### src/rtl/ccpu_pkg.sv
// Shared CPU datapath widths, reset vector and ALU B-operand source decode.
package ccpu_pkg;

    localparam int unsigned ADDR_W = 16;
    localparam int unsigned DATA_W = 8;

    localparam logic [ADDR_W-1:0] RESET_VEC = 16'h0000;

    typedef enum logic [1:0] {
        AluSelNone,
        AluSelLo,
        AluSelHi,
        AluSelBoth
    } alu_sel_e;

    // Both output enables are active-low.
    function automatic alu_sel_e alu_sel_decode(input logic oe_pl_n, input logic oe_ph_n);
        alu_sel_e sel;
        unique case ({oe_ph_n, oe_pl_n})
            2'b11:   sel = AluSelNone;
            2'b10:   sel = AluSelLo;
            2'b01:   sel = AluSelHi;
            default: sel = AluSelBoth;
        endcase
        return sel;
    endfunction

endpackage

### src/rtl/pointer_unit_if.sv
// Control, data and address signals between the control unit and the pointer unit.
interface pointer_unit_if;
    import ccpu_pkg::*;

    logic [DATA_W-1:0] di;
    logic              ip_inc;
    logic              swap_p;
    logic              we_pl;
    logic              we_ph;
    logic              addr_dp;
    logic              oe_pl_alu;
    logic              oe_ph_alu;
    logic [ADDR_W-1:0] addr;
    logic [DATA_W-1:0] alu_b;
    logic              alu_b_en;
    logic [ADDR_W-1:0] ip;
    logic [ADDR_W-1:0] dp;

    modport master (
        output di, ip_inc, swap_p, we_pl, we_ph, addr_dp, oe_pl_alu, oe_ph_alu,
        input  addr, alu_b, alu_b_en, ip, dp
    );

    modport slave (
        input  di, ip_inc, swap_p, we_pl, we_ph, addr_dp, oe_pl_alu, oe_ph_alu,
        output addr, alu_b, alu_b_en, ip, dp
    );

endinterface

### src/rtl/ptr_incr.sv
// 16-bit wrap-around incrementer shared by plain IP increment and swap-with-return.
module ptr_incr
    import ccpu_pkg::*;
(
    input  logic [ADDR_W-1:0] i_val,
    output logic [ADDR_W-1:0] o_val
);

    assign o_val = i_val + ADDR_W'(1);

endmodule

### src/rtl/pointer_unit.sv
// IP/DP pointer register pair with address mux, DP byte loads and ALU B-operand drive.
module pointer_unit
    import ccpu_pkg::*;
(
    input  logic clk,
    input  logic rst,
    pointer_unit_if.slave bus
);

    logic [ADDR_W-1:0] r_ip;
    logic [ADDR_W-1:0] r_dp;
    logic [ADDR_W-1:0] w_ip_inc;
    alu_sel_e          w_alu_sel;

    ptr_incr u_ptr_incr (
        .i_val (r_ip),
        .o_val (w_ip_inc)
    );

    // Swap takes priority and drops byte writes; with ip_inc it leaves the return address in DP.
    always_ff @(negedge clk or negedge rst) begin
        if (!rst) begin
            r_ip <= RESET_VEC;
            r_dp <= RESET_VEC;
        end else if (bus.swap_p) begin
            r_ip <= r_dp;
            r_dp <= bus.ip_inc ? w_ip_inc : r_ip;
        end else begin
            if (bus.ip_inc) begin
                r_ip <= w_ip_inc;
            end
            if (!bus.we_pl) begin
                r_dp[DATA_W-1:0] <= bus.di;
            end
            if (!bus.we_ph) begin
                r_dp[ADDR_W-1:DATA_W] <= bus.di;
            end
        end
    end

    assign w_alu_sel = alu_sel_decode(bus.oe_pl_alu, bus.oe_ph_alu);

    always_comb begin
        bus.alu_b    = '0;
        bus.alu_b_en = 1'b0;
        unique case (w_alu_sel)
            AluSelLo: begin
                bus.alu_b    = r_dp[DATA_W-1:0];
                bus.alu_b_en = 1'b1;
            end
            AluSelHi: begin
                bus.alu_b    = r_dp[ADDR_W-1:DATA_W];
                bus.alu_b_en = 1'b1;
            end
            AluSelBoth: begin
                bus.alu_b    = r_dp[DATA_W-1:0] | r_dp[ADDR_W-1:DATA_W];
                bus.alu_b_en = 1'b1;
            end
            default: begin
                bus.alu_b    = '0;
                bus.alu_b_en = 1'b0;
            end
        endcase
    end

    assign bus.addr = bus.addr_dp ? r_dp : r_ip;
    assign bus.ip   = r_ip;
    assign bus.dp   = r_dp;

endmodule

### src/flat_wrapper.sv
// flat-port wrapper written by rule: the top's interface ports become plain ports
module pointer_unit_flat import ccpu_pkg::*;
  (clk, rst, bus_di, bus_ip_inc, bus_swap_p, bus_we_pl, bus_we_ph, bus_addr_dp, bus_oe_pl_alu, bus_oe_ph_alu, bus_addr, bus_alu_b, bus_alu_b_en, bus_ip, bus_dp);
  pointer_unit_if bus_i ();
  input  logic clk;
  input  logic rst;
  input wire logic [$bits(bus_i.di)-1:0] bus_di;
  input wire logic [$bits(bus_i.ip_inc)-1:0] bus_ip_inc;
  input wire logic [$bits(bus_i.swap_p)-1:0] bus_swap_p;
  input wire logic [$bits(bus_i.we_pl)-1:0] bus_we_pl;
  input wire logic [$bits(bus_i.we_ph)-1:0] bus_we_ph;
  input wire logic [$bits(bus_i.addr_dp)-1:0] bus_addr_dp;
  input wire logic [$bits(bus_i.oe_pl_alu)-1:0] bus_oe_pl_alu;
  input wire logic [$bits(bus_i.oe_ph_alu)-1:0] bus_oe_ph_alu;
  output wire logic [$bits(bus_i.addr)-1:0] bus_addr;
  output wire logic [$bits(bus_i.alu_b)-1:0] bus_alu_b;
  output wire logic [$bits(bus_i.alu_b_en)-1:0] bus_alu_b_en;
  output wire logic [$bits(bus_i.ip)-1:0] bus_ip;
  output wire logic [$bits(bus_i.dp)-1:0] bus_dp;
  assign bus_i.di = bus_di;
  assign bus_i.ip_inc = bus_ip_inc;
  assign bus_i.swap_p = bus_swap_p;
  assign bus_i.we_pl = bus_we_pl;
  assign bus_i.we_ph = bus_we_ph;
  assign bus_i.addr_dp = bus_addr_dp;
  assign bus_i.oe_pl_alu = bus_oe_pl_alu;
  assign bus_i.oe_ph_alu = bus_oe_ph_alu;
  assign bus_addr = bus_i.addr;
  assign bus_alu_b = bus_i.alu_b;
  assign bus_alu_b_en = bus_i.alu_b_en;
  assign bus_ip = bus_i.ip;
  assign bus_dp = bus_i.dp;
  pointer_unit u_core (.clk(clk), .rst(rst), .bus(bus_i));
endmodule
### config.mk
export PLATFORM = sky130hd
export DESIGN_NAME = pointer_unit_flat
export DESIGN_NICKNAME = d
export VERILOG_FILES = /design/src/rtl/ccpu_pkg.sv /design/src/rtl/pointer_unit_if.sv /design/src/rtl/ptr_incr.sv /design/src/rtl/pointer_unit.sv /design/src/flat_wrapper.sv
export SDC_FILE = /design/constraint.sdc
export NUM_CORES = 1
export LEC_CHECK = 0
export CAP_MARGIN = 5
export CORE_ASPECT_RATIO = 0.75
export CORE_MARGIN = 4
export CORE_UTILIZATION = 40
export DETAILED_ROUTE_END_ITERATION = 10
export MAX_ROUTING_LAYER = met4
export PLACE_DENSITY = 0.82
export SETUP_SLACK_MARGIN = 0.4
export SYNTH_ARGS = -nofsm -noshare
export SYNTH_HDL_FRONTEND = slang
export SYNTH_SLANG_ARGS = --single-unit
### constraint.sdc
create_clock -name clk -period 1.8 [get_ports clk]
set_input_delay 0.36 -clock clk [delete_from_list [all_inputs] [get_ports clk]]
set_output_delay 0.36 -clock clk [all_outputs]
set_load 0.1 [all_outputs]
==> qor.txt, run 1 <==
die boundary height -> 70.88 um
ports placed on the boundary -> 74
sequential-to-total area share from yosys stat -> 0.3798
final estimated routing congestion in global placement -> 0.8763
initial core utilization -> 0.4232
warnings from Yosys -> 0
Horiz. Die Dim -> 91.83 um
buffer count from post-CTS setup fixing -> 26
total clock buffers created by CTS -> 5
Stop stage -> clock tree synthesis
syn_nets -> 229
Main synth FF type -> sky130_fd_sc_hd__dfrtn_1
Cell Area, Synth -> 2108 um^2
DP HPWL -> 6457 um
count of flip-flops with a built-in enable after synthesis -> 0
fraction of synthesis flops using an asynchronous set or reset pin -> 1.000
Worst Setup Slack post-DPL -> -1.075 ns
run status -> did not finish
total clock sinks -> 32
placed standard-cell area -> 4257 um^2
cells resized by post-CTS repair -> 95
row count -> 22
mean cell area of the mapped netlist -> 9.992 um^2
First Error -> [ERROR DPL-0033] detailed placement checks failed during check placement.
hold-fix buffers at CTS -> 0
Cell variety after synth -> 36
H-tree Lvls -> 2
# port buffers -> 73
Clock Tree Root -> sky130_fd_sc_hd__clkbuf_8
Mapped Cells -> 211
Yosys reg bits -> 32
CTS max path bufs -> 2
## through the flow
step,std cells,utilization
3_3_place_gp,407,0.8543
2_1_floorplan,211,-
3_5_place_dp,407,0.8543
## cells by family after synthesis
family | Yosys count | share of synthesized area
AOI/OAI and AO/OA | 33 | 0.1045
and+or+nand+nor | 57 | 0.1780
adders and majority gates | 1 | 0.005934
muxes | 42 | 0.2154
DFF | 32 | 0.3798
buffers and inverters | 33 | 0.06231
xor gates and xnor gates | 13 | 0.05401
## cells in the mapped netlist, drive strengths merged (4+ instances only)
library cell | instances | area share
a21o | 10 | 0.036
a21oi | 4 | 0.0095
buf | 9 | 0.019
clkbuf | 6 | 0.011
dfrtn | 32 | 0.38
inv | 18 | 0.032
mux2 | 27 | 0.14
mux2i | 15 | 0.071
nand2 | 13 | 0.024
nand3 | 4 | 0.018
nand4 | 7 | 0.031
nor2 | 17 | 0.030
nor3 | 4 | 0.0095
nor4 | 7 | 0.050
o21ai | 6 | 0.014
o22ai | 8 | 0.024
xnor2 | 5 | 0.021
xor2 | 8 | 0.033
==> run 2: changes to the inputs <==
--- a/config.mk
+++ b/config.mk
@@ -6,13 +6,10 @@
 export NUM_CORES = 1
 export LEC_CHECK = 0
 export CAP_MARGIN = 5
-export CORE_ASPECT_RATIO = 0.75
 export CORE_MARGIN = 4
-export CORE_UTILIZATION = 40
+export CORE_UTILIZATION = 25
 export DETAILED_ROUTE_END_ITERATION = 10
-export MAX_ROUTING_LAYER = met4
-export PLACE_DENSITY = 0.82
-export SETUP_SLACK_MARGIN = 0.4
+export PLACE_DENSITY_LB_ADDON = 0.15
 export SYNTH_ARGS = -nofsm -noshare
 export SYNTH_HDL_FRONTEND = slang
 export SYNTH_SLANG_ARGS = --single-unit
==> qor.txt, run 2 <==
row count -> 33 (was 22)
Setup Viol. Count Final -> 82
depth of the worst register-to-register path -> 9
final cell count without fillers -> 479
detailed-route vias per instance -> 4.537
endpoint class of the critical path -> output port
final non-filler cell area -> 4955 um^2
total clock buffers created by CTS -> 5 (unchanged)
Worst Setup EP -> bus_alu_b[5]
number of antenna violations at the first check in global routing -> 0
first-pass detailed-route iteration total -> 4
syn_nets -> 229 (unchanged)
Cell Area, Synth -> 2108 um^2 (unchanged)
die boundary height -> 99.83 um (was 70.88 um)
run status -> finished with violations (was did not finish)
DRC violation count after routing -> 0
placed standard-cell area -> 4298 um^2 (was 4257 um^2)
H-tree Lvls -> 2 (unchanged)
most common cell after layout, fill and taps aside -> sky130_fd_sc_hd__buf_12
min-delay worst type -> reg -> reg
total clock sinks -> 32 (unchanged)
startpoint type of the worst setup path -> flop
number of maximum-capacitance violations -> 0
Yosys reg bits -> 32 (unchanged)
initial drt markers -> 74
count of final hold-check violations -> 0
GRT Total Usage -> 0.1542
via count of the first global-routing pass -> 2329
Worst Setup Slack post-DPL -> -1.139 ns (was -1.075 ns)
warnings from Yosys -> 0 (unchanged)
Power Density -> 1506 nW/um^2
endpoint arrival time on the critical path -> 2.10 ns
ports placed on the boundary -> 74 (unchanged)
leakage power of the design -> 2.381 nW
origin of the worst min-delay path -> u_core.bus.dp[11]
failing checks -> negative setup slack
IR drop worst, VDD -> 0.7698 mV
antenna-violating nets left -> 0
worst-margin pin slew -> 0.2873 ns
Clk pin slew, worst setup/hold paths -> 0.05 ns
worst slew margin relative to its limit -> 0.8070
area of the core region -> 8217 um^2
final worst setup slack -> -0.6606 ns
highest fanout seen on the critical path -> 4
largest net degree at the start of global routing -> 33
sequential-to-total area share from yosys stat -> 0.3798 (unchanged)
Layout fillers -> 655
biggest area contributors in the synthesized netlist -> sky130_fd_sc_hd__dfrtn_1 38%, sky130_fd_sc_hd__mux2_2 13%, sky130_fd_sc_hd__mux2i_1 7.1% (unchanged)
cell type with the highest aggregate area in the netlist -> sky130_fd_sc_hd__dfrtn_1 (unchanged)
count of flip-flops with a built-in enable after synthesis -> 0 (unchanged)
final-stage net count -> 391
Horiz. Die Dim -> 99.83 um (was 91.83 um)
post-route core utilization -> 0.6030
number of inserted diodes -> 0
Cell variety after synth -> 36 (unchanged)
mean cell area of the mapped netlist -> 9.992 um^2 (unchanged)
Crit Path Category -> reg -> out
clock latency of the later-clocked register in the worst-skew pair -> 0.29 ns
top cells by instance count after synthesis -> 32 x sky130_fd_sc_hd__dfrtn_1, 24 x sky130_fd_sc_hd__mux2_2, 18 x sky130_fd_sc_hd__inv_1 (unchanged)
initial core utilization -> 0.2566 (was 0.4232)
most used cells in the layout excluding fill and tap cells -> 63 x sky130_fd_sc_hd__buf_12, 54 x sky130_fd_sc_hd__buf_4, 37 x sky130_fd_sc_hd__buf_6
placed cell count -> 441 (was 407)
share of post-route cells with drive strength above 1 -> 0.6711
Mapped Cells -> 211 (unchanged)
largest clock skew in the final design -> 0.004936 ns
FF-to-FF setup slack -> -0.16 ns
DP HPWL -> 5451 um (was 6457 um)
RR Startpoint -> u_core.bus.ip[0]
total routed wirelength -> 7411 um
clock tree from TritonCTS -> yes
Clock Tree Root -> sky130_fd_sc_hd__clkbuf_8 (unchanged)
share of the synthesized area in the top cell type -> 0.3798 (unchanged)
global-route congestion overflow total -> 0
worst reg2reg endpoint -> u_core.bus.ip[14]
wire length of the first global-routing pass -> 12030 um
final estimated routing congestion in global placement -> 0.7539 (was 0.8763)
area of the die -> 9966 um^2
most used standard cell by instance count after synthesis -> sky130_fd_sc_hd__dfrtn_1 (unchanged)
Area Overhead vs Synth -> 135.0%
launch point of the worst path -> u_core.bus.dp[13]
Main synth FF type -> sky130_fd_sc_hd__dfrtn_1 (unchanged)
CTS max path bufs -> 2 (unchanged)
hold-fix buffers at CTS -> 0 (unchanged)
fraction of synthesis flops using an asynchronous set or reset pin -> 1.000 (unchanged)
Req. time, crit path -> 1.44 ns
DR WL/cell -> 15.47 um
# port buffers -> 73 (unchanged)
RSZ-0062 raised after global routing -> true
routed via count -> 2173
pins over their slew limit -> 0
==> run 2: worst min path at each step <==
stage	end	slack [ns]	cells after the start
2_1_floorplan	u_core.bus.dp[0]	0.86	0
3_3_place_gp	u_core.bus.ip[11]	0.53	1
3_5_place_dp	u_core.bus.ip[11]	0.53	1
4_1_cts	u_core.bus.ip[11]	0.53	1
5_1_grt	u_core.bus.ip[11]	0.57	1
6_report	u_core.bus.ip[11]	0.54	1
==> run 2: kinds of logic after synthesis <==
kind of cell,after synthesis,synth area share
xor gates and xnor gates,13,0.05401
buffers and inverters,33,0.06231
muxes,42,0.2154
DFF,32,0.3798
and+or+nand+nor,57,0.1780
adders and majority gates,1,0.005934
AOI/OAI and AO/OA,33,0.1045
==> run 2: worst max-delay path, cell delays in order, from the launching register on <==
cell                      delay, ns
sky130_fd_sc_hd__dfrtn_1       0.48
sky130_fd_sc_hd__inv_2         0.06
sky130_fd_sc_hd__o22ai_4       0.16
sky130_fd_sc_hd__buf_12        0.19
==> run 2: report_power, final <==
part	switching, mW	leakage (nW)	internal, mW
Clock	0.282	0.0645	0.489
Combinational	3.34	1.93	2.28
Sequential	0.167	0.388	0.903
==> run 2: what timing repair did <==
item,4_1_cts,5_1_grt
buffers inserted,25,9
cloned,0,1
setup endpoints to repair,88,87
pin swaps,15,11
resized for setup,71,19
==> run 2: routing by layer <==
layer  vias to the layer above  share of wire  wire length (um)  global-route usage
met5                         -              0                 0                   0
met4                         0          0.012                88             0.03782
met3                         8          0.053               390             0.04031
met2                        48           0.49              3638              0.2571
met1                      1058           0.44              3293              0.1992
li1                       1059              -                 -                   -
==> run 2: layout make-up <==
cell class | count | area, um^2 | share of cell area
clock buffers | 7 | 96.34 | 0.01944
clock inverters | 1 | 30.03 | 0.006061
inverters | 18 | 67.56 | 0.01364
multi-input cells | 146 | 1579 | 0.3187
flip-flops and latches | 32 | 800.8 | 0.1616
well taps | 105 | 131.4 | 0.02652
repair buffers | 170 | 2250 | 0.4540
==> run 2: stage by stage <==
stage | setup TNS (ns) | hold slack (ns) | total power [mW]
after global routing | -37.57 | 0.5737 | 7.747
after global placement | -42.19 | 0.5315 | 6.230
after floorplan | -52.77 | 0.8558 | 4.223
after detailed placement | -43.04 | 0.5317 | 6.253
final | -33.89 | 0.5410 | 7.462
after CTS | -33.96 | 0.5328 | 7.382
Power figures use the tool's default switching activity.
